<file path="src/rtl/cache_ctrl_pkg.sv">
// Shared types for the multi-port cache controller: MOESI-style line state
// encodings, CPU op codes, controller FSM states and line-state helpers.
package cache_ctrl_pkg;

  typedef enum logic [2:0] {
    ST_I = 3'b000,
    ST_M = 3'b001,
    ST_E = 3'b010,
    ST_O = 3'b011,
    ST_S = 3'b100
  } line_state_e;

  localparam logic OP_READ  = 1'b0;
  localparam logic OP_WRITE = 1'b1;

  typedef enum logic [2:0] {
    FSM_IDLE,
    FSM_LOOKUP,
    FSM_WB,
    FSM_FILL,
    FSM_UPGRADE,
    FSM_UPDATE,
    FSM_SNOOP,
    FSM_RESP
  } fsm_e;

  function automatic logic is_dirty(input logic [2:0] ls);
    return (ls == ST_M) || (ls == ST_O);
  endfunction

  // A sharing snoop demotes unique lines to their shared flavour; O/S/I stay put.
  function automatic logic [2:0] snoop_next(input logic [2:0] ls, input logic inv);
    logic [2:0] ns;
    ns = ls;
    if (inv)              ns = ST_I;
    else if (ls == ST_M)  ns = ST_O;
    else if (ls == ST_E)  ns = ST_S;
    return ns;
  endfunction

endpackage

</file>
<file path="src/rtl/rr_arbiter.sv">
// Round-robin arbiter: grants the first valid channel at or after the
// pointer; the pointer moves past the winner only when the grant is accepted.
module rr_arbiter #(
  parameter  int NUM_CPU = 2,
  localparam int ID_W    = (NUM_CPU > 1) ? $clog2(NUM_CPU) : 1
) (
  input  logic               clk,
  input  logic               reset,
  input  logic [NUM_CPU-1:0] valid,
  input  logic               accept,
  output logic [NUM_CPU-1:0] grant,
  output logic [ID_W-1:0]    grant_idx,
  output logic               any_valid
);

  logic [ID_W-1:0] ptr_q, ptr_d;

  assign any_valid = |valid;

  // Scan offsets from farthest to nearest so the nearest valid channel wins.
  always_comb begin
    int j;
    j = 0;
    grant_idx = ptr_q;
    for (int k = NUM_CPU - 1; k >= 0; k--) begin
      j = int'(ptr_q) + k;
      if (j >= NUM_CPU) j = j - NUM_CPU;
      if (valid[j]) grant_idx = ID_W'(j);
    end
  end

  for (genvar gi = 0; gi < NUM_CPU; gi++) begin : g_grant
    assign grant[gi] = any_valid && (int'(grant_idx) == gi);
  end

  always_comb begin
    ptr_d = ptr_q;
    if (accept && any_valid)
      ptr_d = (int'(grant_idx) == NUM_CPU - 1) ? '0 : ID_W'(int'(grant_idx) + 1);
  end

  always_ff @(posedge clk) begin
    if (reset) ptr_q <= '0;
    else       ptr_q <= ptr_d;
  end

endmodule

</file>
<file path="src/rtl/cache_controller_mp.sv">
// Multi-requester cache controller: arbitrates CPU channels onto one tag/data
// array and one ACE master port, gives snoops priority, and times out ACE waits.
module cache_controller_mp
  import cache_ctrl_pkg::*;
#(
  parameter  int NUM_CPU     = 2,
  parameter  int TIMEOUT_CYC = 16,
  localparam int ID_W        = (NUM_CPU > 1) ? $clog2(NUM_CPU) : 1
) (
  input  logic               clk,
  input  logic               reset,
  input  logic [NUM_CPU-1:0] cpu_req_valid,
  input  logic [NUM_CPU-1:0] cpu_req_op,
  output logic [NUM_CPU-1:0] cpu_req_ready,
  input  logic               cache_hit,
  input  logic               cache_miss,
  input  logic [2:0]         line_state,
  input  logic               ace_ready,
  input  logic               ace_shared,
  input  logic               snoop_valid,
  input  logic               snoop_inv,
  output logic               snoop_ready,
  output logic               snoop_dirty,
  output logic               read_req,
  output logic               write_req,
  output logic               invalid_req,
  output logic               write_from_cpu,
  output logic               write_from_interconnect,
  output logic [2:0]         new_state,
  output logic               state_sel,
  output logic               cache_complete,
  output logic [ID_W-1:0]    resp_id,
  output logic               resp_err,
  output logic               cache_ready
);

  fsm_e            state_q, state_d;
  logic            op_q, op_d;
  logic [ID_W-1:0] id_q, id_d;
  logic            err_q, err_d;
  logic [15:0]     cnt_q, cnt_d;

  logic [NUM_CPU-1:0] grant;
  logic [ID_W-1:0]    grant_idx;
  logic               any_valid;
  logic               arb_accept;
  logic               ace_wait;
  logic               expire;

  assign arb_accept = (state_q == FSM_IDLE) && !snoop_valid;
  assign ace_wait   = (state_q == FSM_WB) || (state_q == FSM_FILL) || (state_q == FSM_UPGRADE);
  // Expiry only when ace_ready is also low, so a last-cycle handshake still wins.
  assign expire     = (TIMEOUT_CYC != 0) && !ace_ready && (cnt_q == 16'(TIMEOUT_CYC - 1));

  rr_arbiter #(.NUM_CPU(NUM_CPU)) u_arb (
    .clk       (clk),
    .reset     (reset),
    .valid     (cpu_req_valid),
    .accept    (arb_accept),
    .grant     (grant),
    .grant_idx (grant_idx),
    .any_valid (any_valid)
  );

  always_comb begin
    state_d = state_q;
    op_d    = op_q;
    id_d    = id_q;
    err_d   = err_q;
    cnt_d   = cnt_q;
    cpu_req_ready           = '0;
    snoop_ready             = 1'b0;
    snoop_dirty             = 1'b0;
    read_req                = 1'b0;
    write_req               = 1'b0;
    invalid_req             = 1'b0;
    write_from_cpu          = 1'b0;
    write_from_interconnect = 1'b0;
    new_state               = ST_I;
    state_sel               = 1'b0;
    cache_complete          = 1'b0;
    resp_id                 = '0;
    resp_err                = 1'b0;
    cache_ready             = 1'b0;
    case (state_q)
      FSM_IDLE: begin
        cache_ready = 1'b1;
        if (snoop_valid) begin
          state_d = FSM_SNOOP;
        end else if (any_valid) begin
          cpu_req_ready = grant;
          op_d    = |(cpu_req_op & grant);
          id_d    = grant_idx;
          err_d   = 1'b0;
          state_d = FSM_LOOKUP;
        end
      end
      FSM_LOOKUP: begin
        cnt_d = '0;
        if (cache_hit) begin
          if (op_q == OP_READ)                         state_d = FSM_RESP;
          else if (line_state == ST_M || line_state == ST_E) state_d = FSM_UPDATE;
          else                                         state_d = FSM_UPGRADE;
        end else if (cache_miss) begin
          state_d = is_dirty(line_state) ? FSM_WB : FSM_FILL;
        end
      end
      FSM_WB: begin
        write_req = 1'b1;
        if (ace_ready) begin
          state_sel = 1'b1;
          new_state = ST_I;
          cnt_d     = '0;
          state_d   = FSM_FILL;
        end
      end
      FSM_FILL: begin
        read_req = 1'b1;
        if (ace_ready) begin
          write_from_interconnect = 1'b1;
          state_sel = 1'b1;
          new_state = ace_shared ? ST_S : ST_E;
          state_d   = (op_q == OP_READ) ? FSM_RESP : FSM_UPDATE;
        end
      end
      FSM_UPGRADE: begin
        invalid_req = 1'b1;
        if (ace_ready) state_d = FSM_UPDATE;
      end
      FSM_UPDATE: begin
        write_from_cpu = 1'b1;
        state_sel      = 1'b1;
        new_state      = ST_M;
        state_d        = FSM_RESP;
      end
      FSM_SNOOP: begin
        snoop_ready = 1'b1;
        snoop_dirty = is_dirty(line_state);
        state_sel   = 1'b1;
        new_state   = snoop_next(line_state, snoop_inv);
        state_d     = FSM_IDLE;
      end
      FSM_RESP: begin
        cache_complete = 1'b1;
        resp_id        = id_q;
        resp_err       = err_q;
        state_d        = FSM_IDLE;
      end
      default: state_d = FSM_IDLE;
    endcase
    if (ace_wait && !ace_ready) begin
      if (expire) begin
        err_d   = 1'b1;
        state_d = FSM_RESP;
      end else if (TIMEOUT_CYC != 0) begin
        cnt_d = cnt_q + 16'd1;
      end
    end
  end

  always_ff @(posedge clk) begin
    if (reset) begin
      state_q <= FSM_IDLE;
      op_q    <= 1'b0;
      id_q    <= '0;
      err_q   <= 1'b0;
      cnt_q   <= '0;
    end else begin
      state_q <= state_d;
      op_q    <= op_d;
      id_q    <= id_d;
      err_q   <= err_d;
      cnt_q   <= cnt_d;
    end
  end

endmodule
</file>
<file path="config.mk">
export PLATFORM = sky130hd
export DESIGN_NAME = cache_controller_mp
export DESIGN_NICKNAME = d
export VERILOG_FILES = /design/src/rtl/cache_ctrl_pkg.sv /design/src/rtl/rr_arbiter.sv /design/src/rtl/cache_controller_mp.sv
export SDC_FILE = /design/constraint.sdc
export NUM_CORES = 1
export LEC_CHECK = 0
export CAP_MARGIN = 20
export CORE_MARGIN = 1.5
export CORE_UTILIZATION = 45
export CTS_BUF_LIST = sky130_fd_sc_hd__clkbuf_16
export CTS_CLUSTER_SIZE = 8
export DETAILED_ROUTE_END_ITERATION = 12
export GPL_ROUTABILITY_DRIVEN = 0
export PLACE_DENSITY = 0.72
export REMOVE_ABC_BUFFERS = 1
export SYNTH_ARGS = -nofsm -noshare
export SYNTH_HDL_FRONTEND = slang
export SYNTH_HIERARCHICAL = 1
export SYNTH_SLANG_ARGS = --single-unit
</file>
<file path="constraint.sdc">
create_clock -name clk -period 3.2 [get_ports clk]
set_input_delay 0.32 -clock clk [delete_from_list [all_inputs] [get_ports clk]]
set_output_delay 0.32 -clock clk [all_outputs]
set_load 0.1 [all_outputs]
</file>
== Word-level counts from Yosys, hierarchy flattened ==
Cells that the tools add are included.

* Output and inout port bits: 17
* Input bits: 15
* Bits in registers: 23
* Word-level logic and storage cells: 104

* Reductions and logical operators: 19
* Multiplexer cells: 56
* Equality and inequality tests: 11
* Add/subtract/negate cells: 5
* Bitwise gates (word level): 3
* Magnitude comparators: 4

{| class="wikitable"
|+ Operator list
! kind !! number
|-
| less-than comparator 32 x 3 -> 1 bit, second input constant || 2
|-
| 2-to-1 mux 32 bit || 2
|-
| 2-to-1 mux 16 bit || 3
|-
| 2-to-1 mux 3 bit || 14
|-
| greater-or-equal comparator 32 x 3 -> 1 bit, second input constant || 1
|-
| case mux 16 bit (2 select lines) || 1
|-
| subtractor 32 x 3 -> 32 bit, second input constant || 1
|-
| 2-to-1 mux 1 bit || 28
|-
| case mux 3 bit (7 select lines) || 1
|-
| adder 16 x 1 -> 16 bit, second input constant || 1
|-
| equality test 16 x 4 -> 1 bit, second input constant || 1
|-
| equality test 3 x 2 -> 1 bit, second input constant || 4
|-
| equality test 3 bit, second input constant || 4
|-
| 2-to-1 mux 2 bit || 5
|-
| OR reduction 2 bit || 5
|-
| case mux 3 bit (3 select lines) || 1
|-
| equality test 3 x 1 -> 1 bit, second input constant || 2
|-
| logical AND 1 bit || 6
|-
| logical OR 1 bit || 4
|-
| logical NOT 3 bit || 1
|-
| AND reduction 3 bit || 1
|-
| subtractor 1 x 2 -> 3 bit, second input constant || 1
|-
| adder 1 x 1 -> 2 bit, second input constant || 1
|-
| bitwise AND 2 bit || 1
|-
| other kinds (5) || 7
|}

== Longest topological paths before layout ==
Gate-level depths: netlist of run 1.

* Depth in word-level cells: 13
* Gate-level depth with buffers: 6
* Mapped depth without buffers: 5

== Hierarchy ==
The synthesis of run 1 kept the hierarchy.

{| class="wikitable"
|+ By module, submodules not included
! module !! area an instance (um2) !! times used !! cells each !! seq. area each (um2)
|-
| cache_controller_mp || 1430.1 || 1 || 182 || 440.4
|-
| rr_arbiter || 80.1 || 1 || 9 || 20.0
|}

== Least setup slack after synthesis of run 1 ==
Ideal clock, no wire load.

* Kind: register to output
* Start point: register state_q[1]
* End point: output cpu_req_ready[0]
* Path buffers: 2
* Slack: -1.044 ns
* Data required time: 2.880 ns
* Cell stages (with the launch flop): 6
* Arrival time: 3.924 ns
* Cells stage by stage: dfxtp_1 -> buf_2 -> nor3_1 -> and3b_1 -> clkbuf_1 -> and2_1

* Longest elaborated chain between the ends: 2

{| class="wikitable"
|+ Ends and longest elaborated chain
! element !! RTL line !! source
|-
| from (decl) || cache_controller_mp.sv:37 || <nowiki>fsm_e state_q, state_d;</nowiki>
|-
| from (signal assigned) || cache_controller_mp.sv:169 || <nowiki>state_q <= state_d;</nowiki>
|-
| logical NOT 3 bit || cache_controller_mp.sv:85 || <nowiki>case (state_q)</nowiki>
|-
| 2-to-1 mux 2 bit || cache_controller_mp.sv:85 ||
|-
| to (decl) || cache_controller_mp.sv:14 || <nowiki>output logic [NUM_CPU-1:0] cpu_req_ready,</nowiki>
|}

Every way passes these cells.

== Final worst setup path of run 1 ==
* Start point: register state_q[2]
* End point: register cnt_q[8]

* Longest elaborated chain between the ends: 5
* Elaborated cells between the ends (all ways): 10
* Classes of those cells: eq/ne: 4; mux: 3; reduce/logical: 3

{| class="wikitable"
|+ Ends and longest elaborated chain
! element !! RTL line !! source
|-
| parallel branches: the longest is 4 deep, another holds case mux 16 bit (2 select lines) || -- ||
|-
| 2-to-1 mux 16 bit (*) || cache_controller_mp.sv:151 || <nowiki>if (ace_wait && !ace_ready) begin</nowiki>
|-
| to (signal assigned) || cache_controller_mp.sv:173 || <nowiki>cnt_q <= cnt_d;</nowiki>
|-
| to (decl) || cache_controller_mp.sv:41 || <nowiki>logic [15:0] cnt_q, cnt_d;</nowiki>
|}

Every way passes the cells marked *.
A chain may end at the register's enable or synchronous reset.

==> key figures, run 1 <==
Outcome
  • Outcome: completed

Detailed routing
  • Metal3 WL: 138 um
  • Via density: 5.61
  • Total Wirelength: 3.58 mm
  • Routed len/inst: 13.7 um
  • Met1 wire length: 1.72 mm
  • Pre-antenna DRT Iters: 5
  • DR iter-0 viols: 57
  • Final ANT Viol Nets: 0
  • Via count: 1,471
  • Met2 wire len: 1.70 mm
  • Highest metal used: met4
  • Remaining DRCs: 0

Finish
  • Layout Cell Area excl Fill: ~1900 sq um
  • Filler cells: 294
  • N_diodes: 0
  • Layout Nets: between 200 and 250
  • Share of layout cells above drive strength 1: 0.128
  • Util after Layout: 0.600
  • Area growth, synth to finish: 24.3%
  • Area of the multi-input gates: ~970 sq um
  • Storage element area: 460 sq um

Setup path
  • Worst-path maximum fanout: 22
  • CP required: 3.38 ns
  • Startpoint types: register
  • Crit path capture type: register
  • WP data arrival: 2.43 ns
  • Critical path type: register to register

Die
  • DIE WIDTH: 60.9 um
  • Ports: 32
  • Die area: 3710 sq um
  • Initial Util: 0.483
  • Row count: 20
  • Die Height: between 60 and 70 um
  • Core area: 3130 sq um

CTS
  • Clock Tree Buf Depth: 2
  • CTS resizes: 0
  • Hold buffers post-CTS: 0
  • Num Clock Sinks: 23
  • Clock Latency Late Sink: 0.25 ns
  • Worst-path clk slew: ~0.06 ns
  • Setup bufs post-CTS: 0
  • Htree depth: 1
  • CTS tree: built
  • Root Buffer: clkbuf_16
  • Number of CTS-inserted buffers: 3

Global route
  • All-Layer GR Usage: 0.208
  • First-pass GRT wire length: ~5.8 mm
  • Initial antenna violation count: 0
  • Vias in the first global route: between 1k and 1.5k
  • Global route total overflow: 0
  • Largest net degree at the start of global routing: 23

Synthesis
  • Ys flop type: dfxtp_1
  • Synth area leader: dfxtp_1
  • Main area contributors after synthesis: dfxtp_1 (30%), a21oi_1 (5.6%), nor2b_1 (3.7%)
  • Ys async rst share: 0
  • Syn_area_per_cell: 7.91 sq um
  • Number of flops mapped to enable cells by yosys: 0
  • Distinct cells, synth: 53
  • Synthesized netlist cell count: 191
  • Yosys Warn Count: 6
  • Synth Register Bits: 23
  • Synth top area share: 0.305
  • Sequential area share after synthesis: 0.305
  • Mapped Area: 1510 sq um

STA
  • Clock skew: 0.00278 ns
  • Max Slew Vio Count: 0
  • Fin Hold WS: 0.477 ns
  • Least-Margin Pin Slew: between 0.7 and 0.8 ns
  • Period minus WS final: approximately 2.3 ns
  • Unrepaired setup endpoints after global routing: false
  • Final setup viols: 0
  • Final hold vios: 0
  • Fmax: 0.444 GHz
  • Tcrit/Tclk final: 0.703
  • Slew HR: 0.492

Power and ir drop
  • PwrDens: 702 nW/um^2
  • VDD IR max: 0.000364 V
  • Static Leakage: 0.690 nW
  • Power Total: 1.32 mW

Placed design
  • Port buffer count: 31
  • Post-DP HPWL: 2.74 mm
  • Area after DPL: 1800 sq um

Job
  • Max Cap Viol: 0

Worst hold path
  • Min-Delay Path Class: register to register
## worst max-delay path, cell delays in order (launching register included)
cell      delay, ns
dfxtp_1        0.71
nor4b_2        0.54
o211ai_2       0.26
or4_1          0.52
a21oi_1        0.15
## cells in the final DEF (no fill, tap or decap), drive strengths merged, types with 6 or more instances in the layout
cell	count
o21ai	10
nor2	10
dfxtp	23
inv	9
or3	6
a21oi	18
nand3	6
clkdlybuf4s50	14
nand2	13
nor2b	9
buf	19
## flip-flops by register name, summed over array words and instances, names as in the netlist
signal,count
err_q,1
cnt_q,16
u_arb/ptr_q,1
id_q,1
op_q,1
state_q,3
## final timing paths
check / slack, ns / to / startpoint / depth (start not counted)
setup / recovery: 0.95 / cnt_q[8] / state_q[2] / 4
hold / removal: 0.48 / err_q / err_q / 2
setup reg to reg: 0.95 / cnt_q[8] / state_q[2] / 4
hold reg to reg: 0.48 / err_q / err_q / 2
## cell usage after synthesis (3+ instances only)
master	n
dfxtp_1	23
a21oi_1	17
nand2_1	13
nor2_1	10
o21ai_0	10
nor2b_1	9
inv_1	8
clkbuf_1	7
nand3_1	6
or3_1	6
and2_1	5
mux2i_1	5
nor4_1	5
o31ai_1	5
or4_1	5
nand2b_1	4
nor3b_1	4
nand4_1	3
nor3_1	3
o211ai_1	3
## report_power, final
group | leakage [nW] | total (mW) | internal [mW] | switching [mW]
Clock | 0.0423 | 0.263 | 0.167 | 0.0966
Sequential | 0.186 | 0.384 | 0.314 | 0.0703
Combinational | 0.461 | 0.669 | 0.186 | 0.483
Total | 0.690 | 1.32 | 0.667 | 0.649
## kinds of logic after synthesis
family,Yosys count,synth area share
buffers and inverters,18,0.0530
DFF,23,0.305
and+or+nand+nor,87,0.345
AOI/OAI and AO/OA,54,0.237
xor gates and xnor gates,2,0.0116
adders and majority gates,2,0.0157
muxes,5,0.0331
## cell type report
| class | count | area share |
|---|---|---|
| clock buffer | 3 | 0.0400 |
| clock inverter | 1 | 0.00200 |
| inverter | 8 | 0.0160 |
| multi-input combinational | 150 | 0.517 |
| sequential | 23 | 0.245 |
| tap | 44 | 0.0293 |
| timing repair buffer | 33 | 0.151 |
## stage by stage
step	setup TNS, ns	cells	worst slack (ns)
final	0	262	0.949
after CTS	0	262	0.958
after global routing	0	262	0.742
after global placement	0	258	0.850
after detailed placement	0	258	0.771
after floorplan	-2.98	181	-1.01
## routing by layer
metal | vias to the layer above | GRT usage
li1 | 773 | -
met1 | 674 | 0.280
met2 | 22 | 0.341
met3 | 2 | 0.0405
met4 | 0 | 0.0559
met5 | - | 0
(Power assumes the default switching activity.)
==> run 2, diff against run 1 <==
==> constraint.sdc (replaced) <==
create_clock -name clk -period 2.24 [get_ports clk]
set_input_delay 0.224 -clock clk [delete_from_list [all_inputs] [get_ports clk]]
set_output_delay 0.224 -clock clk [all_outputs]
set_load 0.1 [all_outputs]
==> run 2 against run 1 <==
Effect of this change: final cell count is 2.3% higher; die area stayed put; worst setup slack got worse by 0.76 ns; total power increased by 58%; critical path type is now register to output port; critical path depth decreased by 1; register-to-register slack got worse by 0.69 ns; first-iteration DRC count increased by 42%; clock skew hardly changed; sequential share of layout area shrank 2.8 points.
==> key figures, run 2 (synthesis results as in run 1) <==
STA
  • Max Slew Vio Count: 0 (unchanged)
  • Unrepaired setup endpoints after global routing: false (unchanged)
  • Clock skew: 0.00310 ns (was 0.00278 ns)
  • Final hold vios: 0 (unchanged)
  • Least-Margin Pin Slew: 0.540 ns (was 0.756 ns)
  • Fmax: 0.488 GHz
  • Tcrit/Tclk final: 0.914
  • Setup Total Neg Slack: 0 ns (unchanged)
  • Slew HR: 0.640 (was 0.492)
  • Fin Hold WS: 0.479 ns (was 0.477 ns)
  • Final setup viols: 0 (unchanged)
  • Period minus WS final: 2.05 ns

Detailed routing
  • Routed len/inst: 14.5 um (was 13.7 um)
  • DR iter-0 viols: 81 (was 57)
  • Final ANT Viol Nets: 0 (unchanged)
  • Pre-antenna DRT Iters: 4 (was 5)
  • Via density: 5.79 (was 5.61)
  • Via count: 1,553 (was 1,471)
  • Remaining DRCs: 0 (unchanged)
  • Total Wirelength: 3.88 mm (was 3.58 mm)

CTS
  • CTS tree: built (unchanged)
  • Clock Tree Buf Depth: 2 (unchanged)
  • Root Buffer: clkbuf_16 (unchanged)
  • Clock Latency Late Sink: 0.26 ns (was 0.25 ns)
  • Worst-path clk slew: 0.06 ns (about the same)
  • Setup bufs post-CTS: 0 (unchanged)
  • Htree depth: 1 (unchanged)
  • CTS resizes: 0 (unchanged)
  • Number of CTS-inserted buffers: 3 (unchanged)
  • Hold buffers post-CTS: 0 (unchanged)
  • Num Clock Sinks: 23 (unchanged)

Setup path
  • Reg-to-reg startpoint: state_q[1] (was state_q[2])
  • Worst-path cell chain: nand3b_1, o32ai_1, buf_12 (was nor4b_2, o211ai_2, or4_1, a21oi_1)
  • Crit path capture type: output port (was register)
  • Startpoint types: register (unchanged)
  • Worst Setup SP: state_q[1] (was state_q[2])
  • CP required: 2.02 ns (was 3.38 ns)
  • CP max-delay cell: dfxtp_1 (unchanged)
  • Max incr delay on CP: 0.61 ns (was 0.71 ns)
  • WP data arrival: 1.82 ns (was 2.43 ns)
  • Critical path type: register to output port (was register to register)
  • Worst-path maximum fanout: 15 (was 22)

Placed design
  • Port buffer count: 31 (unchanged)
  • Area after DPL: 2040 sq um (was 1800 sq um)
  • Post-DP HPWL: 2.90 mm (was 2.74 mm)
  • Placed Cells: 264 (was 258)

Finish
  • Layout Nets: 241 (was 235)
  • Final non-filler cell total: 268 (was 262)
  • Area growth, synth to finish: 40.7% (was 24.3%)
  • Layout Cell Area excl Fill: 2120 sq um (was 1880 sq um)
  • Share of layout cells above drive strength 1: 0.161 (was 0.128)
  • Largest regs: cnt_q (16), state_q (3) (unchanged)
  • N_diodes: 0 (unchanged)
  • Most frequent cells in the layout: dfxtp_1 (22), a21oi_1 (17), buf_12 (16), clkdlybuf4s50_1 (14), nand2_1 (13) (was dfxtp_1 (23), buf_4 (19), a21oi_1 (17), clkdlybuf4s50_1 (14), nand2_1 (13))
  • Top reg by flops: cnt_q (unchanged)
  • Max reg flops: 16 (unchanged)
  • Commonest non-fill, non-tap cell in the layout: dfxtp_1 (unchanged)

Die
  • DIE WIDTH: 60.9 um (unchanged)
  • Ports: 32 (unchanged)
  • Initial Util: 0.483 (unchanged)
  • Core area: 3130 sq um (unchanged)
  • Die area: 3710 sq um (unchanged)
  • Die Height: 60.9 um (unchanged)
  • Row count: 20 (unchanged)

Job
  • Max Cap Viol: 0 (unchanged)

Global route
  • Initial antenna violation count: 0 (unchanged)
  • First-pass GRT wire length: 6.24 mm (was 5.82 mm)
  • Global route total overflow: 0 (unchanged)
  • Vias in the first global route: 1,333 (was 1,286)
  • Largest net degree at the start of global routing: 18 (was 23)
  • All-Layer GR Usage: 0.225 (was 0.208)

Power and ir drop
  • Static Leakage: 0.765 nW (was 0.690 nW)
  • VDD IR max: 0.000516 V (was 0.000364 V)
  • PwrDens: 981 nW/um^2 (was 702 nW/um^2)

Worst hold path
  • Hold Startpoint: err_q (unchanged)
  • Min-Delay Path Class: register to register (unchanged)

Outcome
  • Outcome: completed (unchanged)
-- run 2: cell types whose count changed in the layout (fill, tap and decap cells not counted), sizes merged --
cell    before  now
buf         19   25
clkinv       0    1
inv          9    8
-- run 2: worst max-delay path: cells and delay by family, from the launching register on --
kind	cells	cell delay, ns
and+or+nand+nor	1	0.22
AOI/OAI and AO/OA	1	0.49
DFF	1	0.61
buffers and inverters	1	0.24
-- run 2: power breakdown --
group | internal (mW) | total, mW | switching [mW]
Combinational | 0.414 | 1.14 | 0.721
Sequential | 0.450 | 0.560 | 0.110
Clock | 0.240 | 0.389 | 0.149
-- run 2: through the flow --
step                total power, mW  setup slack [ns]   util
CTS                            2.09            0.0380  0.679
detailed placement             1.69            0.0743  0.653
global route                   2.18            0.0248  0.679
finish                         2.09             0.193  0.679
global placement               1.68             0.152  0.653
floorplan                      1.29             -1.87      -
-- run 2: area by class of cell --
type                    count  area [sq um]
multi-input cells         150           970
inverters                   8          30.0
clock inverters             1          5.00
fillers                   261          1000
repair buffers             39           528
well taps                  44          55.1
clock buffers               3          75.1
flip-flops and latches     23           462
-- run 2: path summary, 6_finish.rpt --
path | to | slack, ns | cells after the start
worst max register to register | cnt_q[12] | 0.26 | 5
worst min register to register | err_q | 0.48 | 2
worst max-delay path | new_state[1] | 0.19 | 3
worst min-delay path | err_q | 0.48 | 2
-- run 2: metal layers --
| layer | routed length [um] | share of wire | GRT usage | vias up |
|---|---|---|---|---|
| met5 | 0 | 0 | 0 | - |
| met4 | 26 | 0.0067 | 0.0652 | 0 |
| met3 | 156 | 0.040 | 0.0448 | 2 |
| met2 | 1800 | 0.46 | 0.343 | 36 |
| met1 | 1900 | 0.49 | 0.323 | 727 |
| li1 | - | - | - | 788 |
